**src/rtl/fetch_queue.sv**
```systemverilog
// ---------------------------------------------------------------------------
// fetch_queue
//
// Instruction fetch front end between the instruction ROM and a dual-issue
// decoder. Holds the fetch PC, addresses the ROM one 64-bit word at a time,
// splits each word into two 32-bit instructions and buffers them in a small
// circular queue. The two oldest instructions are presented to decode every
// cycle. A redirect flushes the queue and restarts fetch at a new PC.
//
// Ports:
//   clk             clock, all state changes on the rising edge
//   srst_n          asynchronous active-low reset
//   rom_addr        ROM word address (fetch_pc[ADDR_WIDTH+2:3])
//   rom_rdata       ROM word for rom_addr, same cycle; [31:0] at pc+0, [63:32] at pc+4
//   redirect_valid  flush queue and restart fetch at redirect_pc
//   redirect_pc     new fetch byte address, bits [1:0] ignored
//   inst0_valid/inst0/inst0_pc   head instruction
//   inst1_valid/inst1/inst1_pc   second instruction
//   issue_cnt       instructions consumed by decode this cycle (0..2)
//   fq_bubble_cnt   (only with FETCH_QUEUE_PERF_EN) saturating count of cycles
//                   with no head instruction and no redirect
//
// Build option: define FETCH_QUEUE_PERF_EN to add the bubble counter.
// ---------------------------------------------------------------------------
module fetch_queue #(
    parameter int unsigned DATA_WIDTH = 64,
    parameter int unsigned ADDR_WIDTH = 10,
    parameter int unsigned DEPTH      = 8,
    parameter logic [31:0] RESET_PC   = 32'h0000_0000
) (
    input  logic                  clk,
    input  logic                  srst_n,
    output logic [ADDR_WIDTH-1:0] rom_addr,
    input  logic [DATA_WIDTH-1:0] rom_rdata,
    input  logic                  redirect_valid,
    input  logic [31:0]           redirect_pc,
    output logic                  inst0_valid,
    output logic [31:0]           inst0,
    output logic [31:0]           inst0_pc,
    output logic                  inst1_valid,
    output logic [31:0]           inst1,
    output logic [31:0]           inst1_pc,
    input  logic [1:0]            issue_cnt
`ifdef FETCH_QUEUE_PERF_EN
    ,
    output logic [31:0]           fq_bubble_cnt
`endif
);

    localparam int unsigned PTR_W = $clog2(DEPTH);
    localparam int unsigned CNT_W = PTR_W + 1;

    logic [31:0]      fetch_pc_q, fetch_pc_d;
    logic [PTR_W-1:0] rd_ptr_q, rd_ptr_d;
    logic [PTR_W-1:0] wr_ptr_q, wr_ptr_d;
    logic [CNT_W-1:0] count_q, count_d;

    logic [31:0]      inst_q [DEPTH];
    logic [31:0]      pc_q   [DEPTH];

    logic [1:0]       nslot;
    logic [CNT_W:0]   free_slots;
    logic             push;
    logic [PTR_W-1:0] rd_ptr_p1;
    logic [PTR_W-1:0] wr_ptr_p1;
    logic             unused_redirect_lsbs;

    // Redirect targets are word aligned; the low two bits carry no information.
    assign unused_redirect_lsbs = ^redirect_pc[1:0];

    assign rom_addr  = fetch_pc_q[ADDR_WIDTH+2:3];
    assign rd_ptr_p1 = rd_ptr_q + PTR_W'(1);
    assign wr_ptr_p1 = wr_ptr_q + PTR_W'(1);

    // A PC in the upper half of a ROM word only contributes that upper half.
    assign nslot = fetch_pc_q[2] ? 2'd1 : 2'd2;

    // Slots freed by this cycle's pops are reusable by this cycle's push,
    // which keeps a full queue streaming at two instructions per cycle.
    assign free_slots = (CNT_W+1)'(DEPTH) - {1'b0, count_q} + (CNT_W+1)'(issue_cnt);
    assign push       = !redirect_valid && (free_slots >= (CNT_W+1)'(nslot));

    assign inst0_valid = (count_q != '0);
    assign inst1_valid = (count_q >= CNT_W'(2));

    // Invalid outputs are forced to zero so reset state reads as all zeros.
    assign inst0    = inst0_valid ? inst_q[rd_ptr_q]  : '0;
    assign inst0_pc = inst0_valid ? pc_q[rd_ptr_q]    : '0;
    assign inst1    = inst1_valid ? inst_q[rd_ptr_p1] : '0;
    assign inst1_pc = inst1_valid ? pc_q[rd_ptr_p1]   : '0;

    always_comb begin
        fetch_pc_d = fetch_pc_q;
        rd_ptr_d   = rd_ptr_q;
        wr_ptr_d   = wr_ptr_q;
        count_d    = count_q;
        if (redirect_valid) begin
            // Redirect wins over push and pop; the queue restarts empty.
            fetch_pc_d = {redirect_pc[31:2], 2'b00};
            rd_ptr_d   = '0;
            wr_ptr_d   = '0;
            count_d    = '0;
        end else begin
            rd_ptr_d = rd_ptr_q + PTR_W'(issue_cnt);
            count_d  = count_q - CNT_W'(issue_cnt) + (push ? CNT_W'(nslot) : '0);
            if (push) begin
                wr_ptr_d   = wr_ptr_q + PTR_W'(nslot);
                fetch_pc_d = {fetch_pc_q[31:3] + 29'd1, 3'b000};
            end
        end
    end

    always_ff @(posedge clk or negedge srst_n) begin
        if (!srst_n) begin
            fetch_pc_q <= RESET_PC;
            rd_ptr_q   <= '0;
            wr_ptr_q   <= '0;
            count_q    <= '0;
        end else begin
            fetch_pc_q <= fetch_pc_d;
            rd_ptr_q   <= rd_ptr_d;
            wr_ptr_q   <= wr_ptr_d;
            count_q    <= count_d;
        end
    end

    // Queue storage carries no reset; validity is tracked by count_q alone.
    always_ff @(posedge clk) begin
        if (push) begin
            if (fetch_pc_q[2]) begin
                inst_q[wr_ptr_q] <= rom_rdata[63:32];
                pc_q[wr_ptr_q]   <= fetch_pc_q;
            end else begin
                inst_q[wr_ptr_q]  <= rom_rdata[31:0];
                pc_q[wr_ptr_q]    <= fetch_pc_q;
                inst_q[wr_ptr_p1] <= rom_rdata[63:32];
                pc_q[wr_ptr_p1]   <= fetch_pc_q | 32'd4;
            end
        end
    end

`ifdef FETCH_QUEUE_PERF_EN
    logic [31:0] bubble_cnt_q, bubble_cnt_d;

    always_comb begin
        bubble_cnt_d = bubble_cnt_q;
        if (!inst0_valid && !redirect_valid && (bubble_cnt_q != 32'hFFFF_FFFF)) begin
            bubble_cnt_d = bubble_cnt_q + 32'd1;
        end
    end

    always_ff @(posedge clk or negedge srst_n) begin
        if (!srst_n) begin
            bubble_cnt_q <= '0;
        end else begin
            bubble_cnt_q <= bubble_cnt_d;
        end
    end

    assign fq_bubble_cnt = bubble_cnt_q;
`endif

`ifndef SYNTHESIS
    logic [1:0] valid_out_cnt;
    assign valid_out_cnt = inst1_valid ? 2'd2 : (inst0_valid ? 2'd1 : 2'd0);

    // Decode may never consume more instructions than are presented.
    issue_within_valid_a: assert property (
        @(posedge clk) disable iff (!srst_n)
        !redirect_valid |-> (issue_cnt <= valid_out_cnt)
    );
`endif

endmodule

```
**config.mk**
```make
export PLATFORM = sky130hd
export DESIGN_NAME = fetch_queue
export DESIGN_NICKNAME = d
export VERILOG_FILES = /design/src/rtl/fetch_queue.sv
export SDC_FILE = /design/constraint.sdc
export NUM_CORES = 1
export LEC_CHECK = 0
export ABC_AREA = 0
export CORE_ASPECT_RATIO = 0.7
export CORE_MARGIN = 2
export CORE_UTILIZATION = 45
export CTS_CLUSTER_DIAMETER = 40
export CTS_CLUSTER_SIZE = 12
export DETAILED_ROUTE_END_ITERATION = 7
export DONT_BUFFER_PORTS = 1
export PLACE_DENSITY_LB_ADDON = 0.12
export SLEW_MARGIN = 40
export SYNTH_ARGS = -nofsm -noshare
export SYNTH_HDL_FRONTEND = slang
export SYNTH_SLANG_ARGS = --single-unit
```
**constraint.sdc**
```tcl
create_clock -name clk -period 8.8 [get_ports clk]
set_input_delay 1.32 -clock clk [delete_from_list [all_inputs] [get_ports clk]]
set_output_delay 1.32 -clock clk [all_outputs]
set_load 0.05 [all_outputs]
```
==> summary.md, run 1 <==
| Metric | Value |
|---|---|
| Layout cells sized above 1 | approximately two fifths |
| Synth Register Bits | 536 |
| # DRC | 0 |
| Sequential power share | 31.6% |
| Clk_lat worst skew | 620 ps |
| CTS H-tree depth | 3 |
| Grt total ovfl | 0 |
| CP startpoint kind | register |
| Post-route ant nets | 0 |
| FFs w/ async S/R, synth | 7.46% |
| Setup TNS | 0 ps |
| DRT Pass-1 Iters | 5 |
| Ports | approximately 240 |
| Routed WL per cell | about 28 um |
| Syn Inst Count | around 2100 |
| Outcome | complete, no violations |
| Critical path type | register to output pin |
| Initial core utilization | 45.8% |
| Worst R2R End | inst_q[3][0] |
| Max-slew violation count | 0 |
| Worst slew pin tran | 884 ps |
| DR vias | 18522 |
| Initial DRC count | 1854 |
| Initial antenna violation count | 1 |
| GRT Resource Usage Total | 24.3% |
| Worst-path clk slew | roughly 60 ps |
| Syn Area/Cell | 14.5 um^2 |
| Crit Path Max Fanout | 36 |
| Cell taking the most area after synthesis | edfxtp_1 |
| Skew final | 24.2 ps |
| CTS tree | done |
| Die Width | 316 um |
| Slew margin rel. | about 41% |
| Net Sw Frac | 42.0% |
| Vias in the first global route | ~19000 |
| Pin count of the biggest net entering global routing | 62 |
| R2r startpoint | count_q[0] |
| Max Fclk | between 150 and 200 MHz |
| Row cnt | approximately 80 |
| Yosys cell types | 58 |
| Nets | 2175 |
| Hold_buf cts | 0 |
| Clock buffer depth | 3 |
| CTS-repair resized insts | 0 |
| Clock root buffer | clkbuf_16 |
| Combinational share of power | 42.4% |
| Arrival @ worst endpoint | 3940 ps |
| Top_reg_cell synth | edfxtp_1 |
| Max-Cap Viols | 0 |
| Setup bufs post-CTS | 0 |
| Number of enable flip-flop cells after synthesis | 488 |
| Fin. Hold Viols | 0 |
| Reg2reg setup slack | between 4000 and 5000 ps |
| Period utilisation layout | 59.7% |
| TritonCTS sink count | between 500 and 600 |
| Min-Delay Path Class | primary input to async pin |
| Max VDD drop | 0.279 mV |
| Drt via density | 6.16 |
| Area grow syn2layout | 12.9% |
| Share of the synthesized area in the top cell type | between 40% and 50% |
| Core area | 66800 um^2 |
| First-pass GRT wire length | 125000 um |
| Clock share of power | 26.0% |
| Final setup vio count | 0 |
| Num CTS Buffers | 79 |
| RSZ-0062 raised after global routing | false |
| Min cycle time layout | 5260 ps |
| Worst setup endpoint | inst1[3] |
| Final WS setup | 3540 ps |
| FF-to-FF path depth | 10 |
| Crit path capture type | output pin |
| Crit path required time | 7480 ps |
| Hpwl dp | 48800 um |
| Critical path origin | rd_ptr_q[1] |
| Die area | 70100 um^2 |
| Cell leakage power | 0.0116 uW |
| Top post-synthesis cells by area | edfxtp_1 (48%), mux4_2 (18%), mux2_2 (7.1%) |
| Sequential share of the synthesized area | 51.7% |
| Switching power | 5230 uW |
| Final Wtd Congestion | 0.793 |
| Synth Cell Area | slightly above 30000 um^2 |
| IO Port Bufs | 0 |
| Die H | around 220 um |
| PD cells | 360 nW/um^2 |
| Post-Route WL | 84600 um |
| Place WS | 3570 ps |
| Internal power | 7210 uW |
| Yosys warns | 0 |
stage by stage:
| step | util [%] | std cells | instance area [um^2] | hold slack, ps | total power (uW) |
|---|---|---|---|---|---|
| detailed placement | 47.6 | 2861 | 31800 | 558 | 9290 |
| CTS | 51.6 | 3007 | 34500 | 343 | 12500 |
| floorplan | - | 2110 | 30600 | 516 | 7840 |
| global route | 51.7 | 3008 | 34600 | 352 | 13000 |
| global placement | 47.0 | 2859 | 31400 | 543 | 9040 |
| finish | 51.7 | 3009 | 34600 | 389 | 12400 |
metal layers:
layer  part of all wire (%)  wire length (um)  global-route usage [%]  vias up
met3                    6.9              5850                    5.08      127
li1                       -                 -                       -     8114
met2                     48             40300                    38.4      638
met4                    2.3              1940                    6.68        0
met5                      0                 0                       0        -
met1                     43             36500                    34.2     9643
sequential cells by signal (all words and copies together) (netlist names):
signal and cells:
count_q 4, fetch_pc_q 30, wr_ptr_q 3, pc_q 240, inst_q 256, rd_ptr_q 3
cell usage in the layout, fill, tap and decap left out, types with 19 or more instances in the layout:
master / count
mux2i_1: 64
and2_1: 217
edfxtp_1: 488
a21oi_1: 32
nand3_1: 19
mux2_4: 60
nand2_1: 156
clkbuf_16: 84
mux2_2: 193
nor2_1: 49
a31oi_1: 24
buf_4: 47
nor2_2: 55
dfrtp_1: 31
mux4_2: 248
a21oi_2: 48
final cells by class:
class,instances,area [um^2]
Fill cell,5548,32300
Sequential cell,536,15800
Multi-Input combinational cell,1355,14300
Clock buffer,95,2160
Tap cell,891,1110
Clock inverter,51,554
Timing Repair Buffer,60,526
Inverter,20,77.6
Antenna cell,1,2.50
how the worst min path moves through the flow:
stage	startpoint	endpoint	cells past startpoint
floorplan	pc_q[4][2]	pc_q[4][2]	2
global route	srst_n	fetch_pc_q[12]	0
finish	srst_n	fetch_pc_q[12]	0
detailed placement	pc_q[2][2]	pc_q[2][2]	2
global placement	pc_q[2][2]	pc_q[2][2]	2
CTS	srst_n	fetch_pc_q[12]	0
power by group through the flow:
stage	sequential (uW)	clock, uW	combinational [uW]
2_1_floorplan	3790	0	4050
3_3_place_gp	3940	0	5090
3_5_place_dp	3980	0	5300
4_1_cts	3930	3280	5310
5_1_grt	4000	3390	5570
6_report	3940	3230	5270
synthesized netlist by cell type, drive strengths merged, types with 3 or more instances:
library cell  number
a211oi             3
a21oi             80
a31oi             24
and2             217
buf               95
clkbuf           104
dfrtp             40
dfxtp              8
edfxtp           488
fa                 5
ha                17
inv               18
mux2             256
mux2i             64
mux4             248
nand2            156
nand2b             6
nand3             23
nand4              6
nor2             104
nor2b              8
nor3              17
nor4              18
o211a              3
o211ai             6
o21ai             12
o221a              5
o31ai             15
or3               11
or4               20
xnor2              6
kinds of logic (layout without fill, tap and decap cells):
kind of cell | count (synthesis) | after routing | synth area share, %
fa+ha+maj | 22 | 22 | 1.02
flops | 536 | 536 | 51.7
simple gates | 596 | 596 | 10.2
xor+xnor | 8 | 8 | 0.229
compound gates | 157 | 157 | 3.10
mux | 568 | 568 | 30.5
other cells | 1 | 5 | 0.0123
buf+inv | 219 | 226 | 3.22
worst max-delay path, cell delays in order, from the launching register on:
cell and delay [ps]:
dfrtp_4 740, ha_4 860, buf_4 630, mux4_2 330
nand2_1 80, a21oi_2 620
Power figures use the tool's default switching activity.
==> inputs of run 2 (changes only) <==
Settings changed: ABC_AREA 0 to 1.
Clock period 8.8 ns to 4.6 ns, I/O delays scaled along.
==> run 2 against run 1 <==
First-iteration DRC count up 110%. Largest power group unchanged. Via count up 64%. Critical endpoint is now inst1_pc[28]. Clock power up 110%. Sequential share of layout area down 3.8 points. Worst hold slack worse by 240 ps. Sequential cell count unchanged. Critical path type unchanged.
==> summary.md, run 2 <==
| Metric | Value |
|---|---|
| Post-route ant nets | 0 (unchanged) |
| Die Width | 327 um (+3.6%) |
| Most numerous cell in the Yosys netlist | nand3_1 |
| FFs w/ async S/R, synth | 7.46% (unchanged) |
| Num CTS Buffers | 88 (+11%) |
| Hpwl dp | 68300 um (+40%) |
| Slew margin rel. | 40.9% (+0.092 points) |
| Grt total ovfl | 0 (unchanged) |
| Share of the synthesized area in the top cell type | 44.5% (-3.3 points) |
| Max-slew violation count | 0 (unchanged) |
| Max-Cap Viols | 0 (unchanged) |
| Initial core utilization | 45.7% (-0.050 points) |
| Initial antenna violation count | 2 (+1) |
| Nets | 4147 (+91%) |
| Hold_ws | 144 ps (-245 ps) |
| Min cycle time layout | approximately 4200 ps |
| Syn Inst Count | 4108 (+95%) |
| Crit path capture type | output pin |
| Vias in the first global route | 27701 (+47%) |
| Pin count of the biggest net entering global routing | 218 (+250%) |
| Cell leakage power | 0.0148 uW (+28%) |
| CP startpoint kind | register |
| Ports | 241 (unchanged) |
| Outcome | complete, no violations |
| Place WS | 586 ps (-2990 ps) |
| Sequential share of the synthesized area | 48.1% (-3.6 points) |
| Top Metal Used | met4 |
| Die area | 75300 um^2 (+7.4%) |
| Period utilisation layout | 90.5% |
| Initial DRC count | 3913 (+110%) |
| Min-Delay Path Class | primary input to register |
| Fin. Hold Viols | 0 (unchanged) |
| Arrival @ worst endpoint | 3480 ps (-460 ps) |
| Biggest regs | inst_q x256, pc_q x240, fetch_pc_q x30 |
| RSZ-0062 raised after global routing | false |
| Final WS setup | 435 ps (-3110 ps) |
| Yosys cell types | 42 (-28%) |
| TritonCTS sink count | 536 (unchanged) |
| Final setup vio count | 0 (unchanged) |
| Setup TNS | 0 ps (unchanged) |
| Core area | 71900 um^2 (+7.6%) |
| PD cells | 745 nW/um^2 (+110%) |
| Final core occ | 52.4% (+0.65 points) |
| Met3 wire len | 13900 um (+140%) |
| Met2 Routed Length | 50400 um (+25%) |
| Area grow syn2layout | 14.5% |
| First-pass GRT wire length | 177000 um (+42%) |
| GRT Resource Usage Total | 31.1% (+6.8 points) |
| CTS H-tree depth | 3 (unchanged) |
| Layout cells sized above 1 | 11.8% (-28 points) |
| Clock buffer depth | 3 (unchanged) |
| Top post-synthesis cells by area | edfxtp_1 (45%), nand3_1 (8.6%), o21ai_0 (7.6%) |
| Crit Path Max Fanout | 35 (-2.8%) |
| Filler cells | 6685 (+20%) |
| Worst slew pin tran | 881 ps (-2.92 ps) |
| # DRC | 0 (unchanged) |
| Critical path type | register to output pin |
| Die H | 230 um (+3.6%) |
| Max Fclk | 240 MHz |
| Worst Hold Depth | 1 |
| Register Area | 15800 um^2 (about the same) |
| Row cnt | 82 (+3.8%) |
| Synth Register Bits | 536 (unchanged) |
| Final Wtd Congestion | 0.861 (+8.5%) |
| Clock root buffer | clkbuf_16 |
| Crit path required time | 3910 ps (-3570 ps) |
| M1 wire length | 51800 um (+42%) |
| DR vias | 30440 (+64%) |
| Yosys warns | 0 (unchanged) |
| Most flops, register | inst_q |
| Setup bufs post-CTS | 0 (unchanged) |
| Synth Cell Area | 32900 um^2 (+7.5%) |
| Clk_lat worst skew | 640 ps (+20 ps) |
| Cell taking the most area after synthesis | edfxtp_1 |
| CTS tree | done |
| Max VDD drop | 0.577 mV (+110%) |
| Drt via density | 6.02 (-2.3%) |
| Area taken by multi-input logic gates | 14400 um^2 (+0.65%) |
| Routed WL per cell | 23.7 um (-16%) |
| DRT Pass-1 Iters | 7 (+2) |
| FF-to-FF path depth | 13 (+3) |
| Largest register FFs | 256 (unchanged) |
| Worst-path clk slew | 50 ps (about the same) |
| Syn Area/Cell | 8.01 um^2 (-45%) |
| Post-Route WL | 120000 um (+42%) |
| Top_reg_cell synth | edfxtp_1 |
| IO Port Bufs | 0 (unchanged) |
| Skew final | 27.3 ps (+3.16 ps) |
| Most frequent cells in the layout | nand3_1 (567), nand2_1 (504), o21ai_0 (499) |
| Most common cell after layout, fill and taps aside | nand3_1 |
| Top cells by count, synth | nand3_1 (567), nand2_1 (505), o21ai_0 (499) |
| Number of enable flip-flop cells after synthesis | 488 (unchanged) |
==> run 2: routing by layer <==
metal,GRT usage (%),vias to the layer above
li1,-,14137
met4,9.91,0
met1,46.4,14234
met3,6.92,258
met2,44.5,1811
met5,0,-
==> run 2: logic make-up after synthesis <==
| group | count (synthesis) | share of synthesized area (%) |
|---|---|---|
| buf+inv | 712 | 9.45 |
| compound gates | 1147 | 18.3 |
| simple gates | 1674 | 22.7 |
| xor+xnor | 16 | 0.449 |
| fa+ha+maj | 22 | 0.951 |
| flops | 536 | 48.1 |
| other cells | 1 | 0.0114 |
==> run 2: where the power goes <==
group,internal (uW),leakage [uW],switching (uW)
clock,4350,0.00144,2520
sequential,7070,0.00511,672
combinational,3330,0.00829,10100
total,14700,0.0148,13300
==> run 2: per-stage QoR <==
| step | total power (uW) | cell area, um^2 | instances |
|---|---|---|---|
| finish | 28100 | 37700 | 5059 |
| global route | 29200 | 37700 | 5057 |
| CTS | 27900 | 37600 | 5054 |
| detailed placement | 21000 | 34600 | 4896 |
| global placement | 20900 | 34500 | 4896 |
| floorplan | 16400 | 32900 | 4111 |
==> run 2: path summary, 6_finish.rpt <==
kind | startpoint | to | slack, ps
worst max-delay path | rd_ptr_q[1] | inst1_pc[28] | 430
min in group asynchronous | srst_n | fetch_pc_q[2] | 620
max in group asynchronous | srst_n | rd_ptr_q[1] | 3750
worst min-delay path | redirect_valid | rd_ptr_q[0] | 140
worst min register to register | pc_q[0][2] | pc_q[0][2] | 470
worst max register to register | count_q[0] | pc_q[3][15] | 870
==> run 2: timing repair <==
item | 4_1_cts | 5_1_grt
resized for setup | 0 | 0
hold buffers | 2 | 0
endpoints found under the hold margin | 40 | 0
==> run 2: layout make-up <==
| cell class | instances | area share, % |
|---|---|---|
| flip-flops and latches | 536 | 42.0 |
| multi-input cells | 2863 | 38.2 |
| clock buffers | 94 | 5.96 |
| repair buffers | 210 | 5.29 |
| inverters | 325 | 3.30 |
| well taps | 966 | 3.21 |
| clock inverters | 62 | 2.03 |
| diodes | 3 | 0.0199 |
==> run 2: worst max-delay path, stage by stage (launching register included) <==
cell and delay, ps:
dfrtp_4 740, ha_4 300, clkinv_2 310, buf_12 290, buf_4 210, a21oi_1 40
o21ai_0 110, a21oi_1 110, nor3_2 430, buf_4 290
